==> config.mk <==
export PLATFORM = sky130hd
export DESIGN_NAME = control_sequencer
export DESIGN_NICKNAME = d
export VERILOG_FILES = /design/src/rtl/control_sequencer.sv
export SDC_FILE = /design/constraint.sdc
export NUM_CORES = 1
export LEC_CHECK = 0
export ABC_AREA = 1
export CORE_MARGIN = 2
export CORE_UTILIZATION = 25
export CTS_BUF_LIST = sky130_fd_sc_hd__clkbuf_4
export DETAILED_ROUTE_END_ITERATION = 8
export PLACE_DENSITY = 0.42
export SLEW_MARGIN = 25
export SYNTH_ARGS = -nofsm -noshare
export SYNTH_HDL_FRONTEND = slang
export SYNTH_SLANG_ARGS = --single-unit
==> constraint.sdc <==
create_clock -name clk -period 2.5 [get_ports clk]
set_input_delay 0.25 -clock clk [delete_from_list [all_inputs] [get_ports clk]]
set_output_delay 0.25 -clock clk [all_outputs]
set_load 0.01 [all_outputs]
==> src/rtl/control_sequencer.sv <==
// rtl/control_sequencer.sv - registered ID-stage control unit with CALL/RET/RTI/interrupt micro-sequencing
module control_sequencer #(
  parameter int PC_SLOTS = 2,
  parameter int FUNC_W   = 3,
  parameter int SLOT_W   = 3
) (
  input  logic              clk,
  input  logic              rst_n,
  input  logic [6:0]        opcode,
  input  logic              instr_valid,
  input  logic              stall,
  input  logic              flush,
  input  logic              int_req,
  output logic              wb_cntrl,
  output logic [3:0]        me_cntrl,
  output logic [FUNC_W:0]   ex_cntrl,
  output logic [6:0]        instr_id_srcs,
  output logic [SLOT_W-1:0] slot,
  output logic              pc_load,
  output logic              flag_save,
  output logic              flag_restore,
  output logic              vec_sel,
  output logic              int_ack,
  output logic              hold
);

  localparam logic [6:0]        OP_CALL   = 7'b1110000;
  localparam logic [6:0]        OP_RET    = 7'b1110001;
  localparam logic [6:0]        OP_RTI    = 7'b1110010;
  localparam logic [3:0]        ME_NOP    = 4'b0001;
  localparam logic [3:0]        ME_PUSH   = 4'b1010;
  localparam logic [3:0]        ME_POP    = 4'b0100;
  localparam logic [FUNC_W:0]   EX_NOP    = {{FUNC_W{1'b0}}, 1'b1};
  localparam logic [6:0]        SRC_JMP   = 7'b1000000;
  localparam logic [SLOT_W-1:0] LAST_SLOT = SLOT_W'(PC_SLOTS - 1);

  typedef enum logic [2:0] {IDLE, PUSHF, PUSHPC, POPPC, POPF, JUMP} state_t;

  state_t            state;
  logic              is_rti;
  logic              is_int;
  logic [SLOT_W-1:0] slot_inc;
  logic              seq_done;

  logic              dec_wb;
  logic [3:0]        dec_me;
  logic [FUNC_W:0]   dec_ex;
  logic [6:0]        dec_srcs;

  // state names the micro-op currently on the outputs; seq_done marks the
  // last one, so the following edge decodes a fresh instruction
  assign slot_inc = slot + SLOT_W'(1);
  assign seq_done = (state == IDLE) || (state == JUMP) || (state == POPF) ||
                    ((state == POPPC) && (slot == LAST_SLOT) && !is_rti);

  always_comb begin
    dec_wb   = 1'b1;
    dec_me   = ME_NOP;
    dec_ex   = EX_NOP;
    dec_srcs = 7'b0;
    if (instr_valid) begin
      casez (opcode)
        7'b0001100: dec_srcs[3] = 1'b1;
        7'b010????: begin
          dec_ex      = {FUNC_W'(opcode[2:0]), 1'b0};
          dec_wb      = 1'b0;
          dec_srcs[1] = opcode[3];
        end
        7'b011?000: begin
          dec_wb      = 1'b0;
          dec_srcs[0] = opcode[3];
        end
        7'b100?000: begin
          dec_me      = {~opcode[3], opcode[3], ~opcode[3], 1'b0};
          dec_wb      = ~opcode[3];
          dec_srcs[1] = opcode[3];
        end
        7'b101?000: begin
          dec_ex[0]   = 1'b0;
          dec_me      = {opcode[3], 3'b000};
          dec_wb      = opcode[3];
          dec_srcs[1] = 1'b1;
          dec_srcs[2] = ~opcode[3];
        end
        7'b110????: begin
          case (opcode[3:2])
            2'b00:   dec_srcs[6:4] = 3'b101;
            2'b01:   dec_srcs[6:4] = 3'b110;
            2'b10:   dec_srcs[6:4] = 3'b111;
            default: dec_srcs[6:4] = 3'b100;
          endcase
        end
        default: ;
      endcase
    end
  end

  always_ff @(posedge clk) begin
    if (!rst_n || flush) begin
      state         <= IDLE;
      is_rti        <= 1'b0;
      is_int        <= 1'b0;
      wb_cntrl      <= 1'b1;
      me_cntrl      <= ME_NOP;
      ex_cntrl      <= EX_NOP;
      instr_id_srcs <= 7'b0;
      slot          <= '0;
      pc_load       <= 1'b0;
      flag_save     <= 1'b0;
      flag_restore  <= 1'b0;
      vec_sel       <= 1'b0;
      int_ack       <= 1'b0;
      hold          <= 1'b0;
    end else if (!stall) begin
      wb_cntrl      <= 1'b1;
      me_cntrl      <= ME_NOP;
      ex_cntrl      <= EX_NOP;
      instr_id_srcs <= 7'b0;
      slot          <= '0;
      pc_load       <= 1'b0;
      flag_save     <= 1'b0;
      flag_restore  <= 1'b0;
      vec_sel       <= 1'b0;
      int_ack       <= 1'b0;
      hold          <= 1'b1;
      if (seq_done) begin
        // interrupt wins over the ID instruction, which stays put for replay
        if (int_req) begin
          state     <= PUSHF;
          is_int    <= 1'b1;
          is_rti    <= 1'b0;
          me_cntrl  <= ME_PUSH;
          flag_save <= 1'b1;
          int_ack   <= 1'b1;
        end else if (instr_valid && opcode == OP_CALL) begin
          state    <= PUSHPC;
          is_int   <= 1'b0;
          slot     <= LAST_SLOT;
          me_cntrl <= ME_PUSH;
        end else if (instr_valid && (opcode == OP_RET || opcode == OP_RTI)) begin
          state    <= POPPC;
          is_rti   <= (opcode == OP_RTI);
          me_cntrl <= ME_POP;
          pc_load  <= (PC_SLOTS == 1);
        end else begin
          state         <= IDLE;
          hold          <= 1'b0;
          wb_cntrl      <= dec_wb;
          me_cntrl      <= dec_me;
          ex_cntrl      <= dec_ex;
          instr_id_srcs <= dec_srcs;
        end
      end else begin
        case (state)
          PUSHF: begin
            state    <= PUSHPC;
            slot     <= LAST_SLOT;
            me_cntrl <= ME_PUSH;
          end
          PUSHPC: begin
            if (slot == '0) begin
              state         <= JUMP;
              instr_id_srcs <= SRC_JMP;
              vec_sel       <= is_int;
            end else begin
              slot     <= slot - SLOT_W'(1);
              me_cntrl <= ME_PUSH;
            end
          end
          POPPC: begin
            me_cntrl <= ME_POP;
            if (slot == LAST_SLOT) begin
              state        <= POPF;
              flag_restore <= 1'b1;
            end else begin
              slot    <= slot_inc;
              pc_load <= (slot_inc == LAST_SLOT);
            end
          end
          default: begin
            state <= IDLE;
            hold  <= 1'b0;
          end
        endcase
      end
    end
  end

endmodule

==> results of run 1 <==
how the worst min path moves through the flow:
stage	start	endpoint	slack, ns	cells past startpoint
5_1_grt	pc_load$_SDFFE_PP0N_	pc_load$_SDFFE_PP0N_	0.49	2
2_1_floorplan	int_req	int_ack$_SDFFE_PP0N_	0.40	2
4_1_cts	instr_id_srcs[0]$_SDFFE_PP0N_	instr_id_srcs[0]$_SDFFE_PP0N_	0.47	2
3_3_place_gp	instr_id_srcs[2]$_SDFFE_PP0N_	instr_id_srcs[2]$_SDFFE_PP0N_	0.46	2
3_5_place_dp	instr_id_srcs[2]$_SDFFE_PP0N_	instr_id_srcs[2]$_SDFFE_PP0N_	0.46	2
6_report	instr_id_srcs[0]$_SDFFE_PP0N_	instr_id_srcs[0]$_SDFFE_PP0N_	0.47	2
cell families (layout without fill, tap and decap cells):
kind of cell,count (synthesis),in the layout,share of synthesized area
simple gates,139,139,0.3828
compound gates,47,47,0.1513
buf+inv,40,80,0.09941
flops,29,29,0.3442
fa+ha+maj,3,3,0.02226
layout by cell type (no fill, tap or decap), drive strengths merged, types with 3 or more instances in the layout:
master and instances:
a21oi 27, a31oi 4, buf 5, clkbuf 5, clkdlybuf4s50 37, clkinv 4, dfxtp 29, ha 3
inv 29, nand2 64, nand3 34, nand4 4, nor2 28, nor3 5, o21ai 16
power by group:
group          internal, W  total, W  leakage, nW  switching, W
Clock             0.000102  0.000275       0.0300      0.000173
Combinational    0.0000605  0.000158        0.600     0.0000977
Sequential        0.000470  0.000477        0.235    0.00000707
Total             0.000632  0.000911        0.865      0.000278
metrics by stage:
stage	hold slack (ns)	cell area (um2)	std cells
2_1_floorplan	0.3997	1687	258
3_3_place_gp	0.4578	2136	367
3_5_place_dp	0.4587	2136	367
4_1_cts	0.4744	2186	375
5_1_grt	0.4905	2186	375
6_report	0.4702	2186	375
sequential cells by signal (all words and copies together) (netlist names):
name / count
instr_id_srcs: 7
ex_cntrl: 4
me_cntrl: 4
slot: 3
state: 3
flag_restore: 1
hold: 1
int_ack: 1
is_int: 1
is_rti: 1
pc_load: 1
vec_sel: 1
wb_cntrl: 1
layer usage:
layer / global-route usage / vias up
met5: 0 / -
met4: 0.03896 / 0
met3: 0.04331 / 7
met2: 0.2410 / 42
met1: 0.1910 / 783
li1: - / 932
tightest hold or removal path, delay by kind of cell, from the launching register on:
family | cells | cell delay, ns
simple gates | 1 | 0.06
flops | 1 | 0.32
compound gates | 1 | 0.05
final cells by class:
| type | instances | share of cell area |
|---|---|---|
| sequential | 29 | 0.2656 |
| timing repair buffer | 42 | 0.1866 |
| inverter | 30 | 0.05152 |
| tap | 77 | 0.04408 |
| multi-input combinational | 189 | 0.4293 |
| clock buffer | 5 | 0.01717 |
| clock inverter | 3 | 0.005724 |
==> impl_metrics.sql, run 1 <==
INSERT INTO impl_metrics (metric_group, metric, value, unit) VALUES
('drt', 'drt_pass1_iterations', '4', ''),
('drt', 'wl_met1', '2.426', 'mm'),
('floorplanning', 'initial_utilization', '0.2626', ''),
('placed_design', 'place_worst_setup_slack', '0.2492', 'ns'),
('setup_path', 'critPathMostFrequentCell', 'sky130_fd_sc_hd__nand3_1', ''),
('sta', 'hold_viol_final', '0', ''),
('final_layout', 'final_layout_fill_cell_count', '717', ''),
('floorplanning', 'die-area', '7419', 'um2'),
('drt', 'detailroute.wirelength.met2', '2.404', 'mm'),
('synthesis', 'synth_edf_count', '0', ''),
('setup_path', 'critPathCapture', 'ex_cntrl[3]$_SDFFE_PP0N_', ''),
('global_routing', 'globalRouteTotalUtil', '0.1480', ''),
('sta', 'final_count_of_pins_violating_max_slew', '0', ''),
('setup_path', 'critPathMaxFanout', '7', ''),
('setup_path', 'slowest_stage_delay_on_critical_path', '0.61', 'ns'),
('global_routing', 'via_count_of_the_first_global_routing_pass', '1679', ''),
('final_layout', 'area.growth.synth_to_final', '29.60', '%'),
('clock_network', 'post_cts_setup_buffer_count', '0', ''),
('drt', 'drc', '0', ''),
('synthesis', 'ys_top_cells_by_count', '60 x sky130_fd_sc_hd__nand2_1, 31 x sky130_fd_sc_hd__nand3_1, 29 x sky130_fd_sc_hd__dfxtp_1', ''),
('drt', 'vias', '1764', ''),
('floorplanning', 'die_width', '86.14', 'um'),
('sta', 'setup_total_negative_slack', '0', 'ns'),
('drt', 'met3RoutedLength', '219', 'um'),
('final_layout', 'layout.core_utilization', '0.3403', ''),
('drt', 'post_drt_via_cell_ratio', '4.704', ''),
('clock_network', 'postCtsResizedCells', '0', ''),
('synthesis', 'synth_sequential_area_ratio', '0.3442', ''),
('setup_path', 'critical_path_arrival', '2.16', 'ns'),
('pwr', 'pwr_density_cell', '416.5', 'nW/um2'),
('drt', 'drt_wl_cell', '13.63', 'um'),
('final_layout', 'layout-drive-gt1-share', '0.08725', ''),
('floorplanning', 'number_of_core_rows', '29', ''),
('final_layout', 'multi_input_area', '938.4', 'um2'),
('drt', 'drt-total-wl', '5.111', 'mm'),
('setup_path', 'logic_depth_of_the_worst_register_to_register_path', '9', ''),
('clock_network', 'cts_tree', 'built', ''),
('clock_network', 'clock_path_buffers', '2', ''),
('sta', 'skew', '0.005617', 'ns'),
('synthesis', 'synth_top_cell_area_share', '0.3442', ''),
('status', 'status', 'complete, no violations', ''),
('drt', 'highest_layer', 'met4', ''),
('setup_path', 'cp.buffers_inverters', '2', ''),
('sta', 'final-setup-viol-count', '0', ''),
('floorplanning', 'fp.dieH', '86.14', 'um'),
('sta', 'maxSlewHeadroom', '0.5645', ''),
('drt', 'final_antenna_net_count', '0', ''),
('synthesis', 'ffs_w_async_s_r_synth', '0', ''),
('synthesis', 'synthCells', '258', ''),
('pwr', 'post-layout-total-power', '0.0009105', 'W'),
('synthesis', 'seq_cells_post_synth', '29', ''),
('clock_network', 'cts_hold_buf', '0', ''),
('setup_path', 'crit_path_top_delay_cell', 'sky130_fd_sc_hd__clkdlybuf4s50_1', ''),
('global_routing', 'pin_count_of_the_biggest_net_entering_global_routing', '24', ''),
('setup_path', 'worst_r2r_endpoint', 'hold$_SDFFE_PP0N_', ''),
('clock_network', 'cts.root.buffer_cell', 'sky130_fd_sc_hd__clkbuf_4', ''),
('floorplanning', 'top_level_ports', '38', ''),
('sta', 'finalWorstSetupSlack', '0.6032', 'ns'),
('sta', 'timing_worst_slew_pin_value', '0.6526', 'ns'),
('synthesis', 'yosys_warnings', '0', ''),
('floorplanning', 'core-area', '6422', 'um2'),
('drt', 'number_of_design_rule_violations_left_by_the_first_detailed_router_iteration', '58', ''),
('setup_path', 'critical_path.startpoint', 'opcode[3]', ''),
('clock_network', 'insertion_delay_to_the_later_sink_of_the_worst_skew_pair', '0.32', 'ns'),
('global_routing', 'overflow_after_grt', '0', ''),
('clock_network', 'cts_htree_levels', '2', ''),
('setup_path', 'critical_path.cell_chain', 'clkdlybuf4s50_1, inv_1, ha_1, nand3_1, nand2_1, nand2_1, nand3_1, nor2_1, nand3_1, a21oi_1', ''),
('setup_path', 'required', '2.76', 'ns'),
('clock_network', 'clkSlewWorstSetupHoldPaths', '0.10', 'ns'),
('sta', 'grt_setup_unrepaired', 'false', ''),
('synthesis', 'most_frequent_cell_after_synthesis', 'sky130_fd_sc_hd__nand2_1', '');
No activity file was read; power rests on OpenSTA's default activity.
==> inputs of run 2 (changes only) <==
==> constraint.sdc (replaced) <==
create_clock -name clk -period 2 [get_ports clk]
set_input_delay 0.2 -clock clk [delete_from_list [all_inputs] [get_ports clk]]
set_output_delay 0.2 -clock clk [all_outputs]
set_load 0.01 [all_outputs]
==> run 2 against run 1 <==
Effect of this change: utilization rose by 0.88 points; global-route usage rose by 0.68 points; critical path depth fell by 3; critical path type is now reg -> reg; largest cell class unchanged.
==> impl_metrics.sql, run 2 (same netlist as run 1, synthesis figures left out) <==
INSERT INTO impl_metrics (metric_group, metric, value, unit) VALUES
('final_layout', 'largest_register_ff_count', '7', ''),
('floorplanning', 'initial_utilization', '0.2626', ''),
('floorplanning', 'fp.dieH', '86.14', 'um'),
('final_layout', 'layout_common_cells', '60 x sky130_fd_sc_hd__nand2_1, 37 x sky130_fd_sc_hd__clkdlybuf4s50_1, 31 x sky130_fd_sc_hd__nand3_1', ''),
('global_routing', 'grt_antenna_before_repair', '0', ''),
('global_routing', 'via_count_of_the_first_global_routing_pass', '1760', ''),
('final_layout', 'final_common_cell', 'sky130_fd_sc_hd__nand2_1', ''),
('sta', 'final_cycle_share', '0.7924', ''),
('sta', 'finalWorstSetupSlack', '0.4152', 'ns'),
('placed_design', 'io_buffer_count', '37', ''),
('drt', 'final_antenna_net_count', '0', ''),
('setup_path', 'setup.worst_path.start_class', 'flip-flop', ''),
('pwr', 'cellLeakagePower', '0.8960', 'nW'),
('sta', 'final-setup-viol-count', '0', ''),
('sta', 'final_count_of_pins_violating_max_slew', '0', ''),
('drt', 'drt-total-wl', '5.273', 'mm'),
('global_routing', 'pin_count_of_the_biggest_net_entering_global_routing', '19', ''),
('placed_design', 'place_hpwl', '4.034', 'mm'),
('sta', 'max_freq', '631.0', 'MHz'),
('final_layout', 'layout-drive-gt1-share', '0.1056', ''),
('floorplanning', 'die_width', '86.14', 'um'),
('clock_network', 'cts_htree_levels', '2', ''),
('floorplanning', 'core-area', '6422', 'um2'),
('setup_path', 'regToRegStartpoint', 'state[0]$_SDFFE_PP0P_', ''),
('final_layout', 'registers.top_by_ff_count', 'instr_id_srcs', ''),
('final_layout', 'antenna_cells', '0', ''),
('drt', 'drt_wl_cell', '13.88', 'um'),
('hold_path', 'hold_path_depth', '2', ''),
('hold_path', 'timing.hold.worst.start', 'pc_load$_SDFFE_PP0N_', ''),
('global_routing', 'globalRouteTotalUtil', '0.1548', ''),
('clock_network', 'clock_sink_count', '29', ''),
('setup_path', 'critical_path_arrival', '1.81', 'ns'),
('placed_design', 'placed_cells', '373', ''),
('clock_network', 'clkSlewWorstSetupHoldPaths', '0.10', 'ns'),
('setup_path', 'required', '2.23', 'ns'),
('placed_design', 'place_congestion', '0.8744', ''),
('floorplanning', 'number_of_core_rows', '29', ''),
('final_layout', 'finish.cell_count_without_fillers', '380', ''),
('clock_network', 'insertion_delay_to_the_later_sink_of_the_worst_skew_pair', '0.33', 'ns'),
('drt', 'vias', '1812', ''),
('clock_network', 'postCtsResizedCells', '0', ''),
('placed_design', 'place_worst_setup_slack', '0.1020', 'ns'),
('clock_network', 'cts_hold_buf', '0', ''),
('final_layout', 'top_flop_regs', 'instr_id_srcs: 7 flops, ex_cntrl: 4 flops, me_cntrl: 4 flops', ''),
('global_routing', 'overflow_after_grt', '0', ''),
('clock_network', 'number_of_buffers_created_by_cts', '5', ''),
('status', 'status', 'complete, no violations', ''),
('hold_path', 'hold_path_end', 'pc_load$_SDFFE_PP0N_', ''),
('floorplanning', 'top_level_ports', '38', ''),
('sta', 'post-route-min-period', '1.585', 'ns'),
('run', 'max_cap_violations', '0', ''),
('hold_path', 'hp-class', 'reg -> reg', ''),
('sta', 'grt_setup_unrepaired', 'false', ''),
('sta', 'hold_viol_final', '0', ''),
('drt', 'drc', '0', ''),
('pwr', 'ir_worst_vdd', '0.2321', 'mV'),
('final_layout', 'final_nets', '319', ''),
('pwr', 'pwr_density_cell', '519.6', 'nW/um2'),
('clock_network', 'clock_path_buffers', '2', ''),
('sta', 'timing_worst_slew_pin_value', '0.3577', 'ns'),
('pwr', 'post-layout-total-power', '0.001165', 'W'),
('global_routing', 'grt_pass1_wl', '8.852', 'mm'),
('floorplanning', 'die-area', '7419', 'um2'),
('sta', 'maxSlewHeadroom', '0.7597', ''),
('clock_network', 'cts.root.buffer_cell', 'sky130_fd_sc_hd__clkbuf_4', ''),
('drt', 'post_drt_via_cell_ratio', '4.768', ''),
('setup_path', 'reg2reg_slack', '0.42', 'ns'),
('clock_network', 'post_cts_setup_buffer_count', '0', ''),
('sta', 'setup_total_negative_slack', '0', 'ns'),
('final_layout', 'final_layout_fill_cell_count', '721', ''),
('clock_network', 'cts_tree', 'built', ''),
('sta', 'skew', '0.01102', 'ns'),
('drt', 'drt_pass1_iterations', '4', ''),
('setup_path', 'end_kind', 'flip-flop', ''),
('drt', 'number_of_design_rule_violations_left_by_the_first_detailed_router_iteration', '63', ''),
('final_layout', 'area.growth.synth_to_final', '32.94', '%'),
('setup_path', 'criticalPathCategory', 'reg -> reg', ''),
('setup_path', 'logic_depth_of_the_worst_register_to_register_path', '7', ''),
('setup_path', 'critPathMaxFanout', '13', ''),
('setup_path', 'worst_r2r_endpoint', 'ex_cntrl[0]$_SDFFE_PP1N_', '');
run 2: per-layer routing:
layer | track usage | vias to the layer above | wire [um]
met3 | 0.03850 | 10 | 216
met1 | 0.2022 | 828 | 2490
li1 | - | 934 | -
met2 | 0.2488 | 40 | 2491
met5 | 0 | - | 0
met4 | 0.05195 | 0 | 75
run 2: power by group:
part / internal, W / switching [W] / leakage [nW]
clock: 0.000141 / 0.000219 / 0.0292
combinational: 0.0000835 / 0.000124 / 0.632
sequential: 0.000588 / 0.00000906 / 0.235
run 2: worst max path at each step:
stage,start,end,slack (ns),depth (start not counted)
after detailed placement,opcode[3],ex_cntrl[2]$_SDFFE_PP0N_,0.10,10
after global placement,opcode[2],ex_cntrl[3]$_SDFFE_PP0N_,0.12,10
after floorplan,slot[0]$_SDFFE_PP0N_,is_rti$_SDFFE_PP0P_,0.68,8
final,state[0]$_SDFFE_PP0P_,ex_cntrl[0]$_SDFFE_PP1N_,0.42,7
after CTS,slot[0]$_SDFFE_PP0N_,ex_cntrl[0]$_SDFFE_PP1N_,0.39,7
after global routing,opcode[3],ex_cntrl[3]$_SDFFE_PP0N_,0.18,10
run 2: final cells by class:
type	instances	area (um2)	share of cell area
inverter	30	112.6	0.05022
clock buffer	6	45.04	0.02009
tap	77	96.34	0.04297
timing repair buffer	48	465.4	0.2076
multi-input combinational	189	938.4	0.4185
sequential	29	580.6	0.2589
clock inverter	1	3.754	0.001674
run 2: critical path, stage by stage (launching register included):
cell and delay [ns]:
sky130_fd_sc_hd__dfxtp_1 0.44, sky130_fd_sc_hd__nand2_2 0.12, sky130_fd_sc_hd__nor2_8 0.16, sky130_fd_sc_hd__nand3_4 0.12, sky130_fd_sc_hd__nand2_2 0.24, sky130_fd_sc_hd__inv_1 0.14
sky130_fd_sc_hd__o21ai_0 0.18, sky130_fd_sc_hd__nand3_1 0.08
run 2: stage by stage:
stage	area, um2	hold slack (ns)	utilization
after floorplan	1687	0.3497	-
after global placement	2193	0.4589	0.3415
after detailed placement	2193	0.4584	0.3415
after CTS	2242	0.4760	0.3491
after global routing	2242	0.5061	0.3491
final	2242	0.4704	0.3491
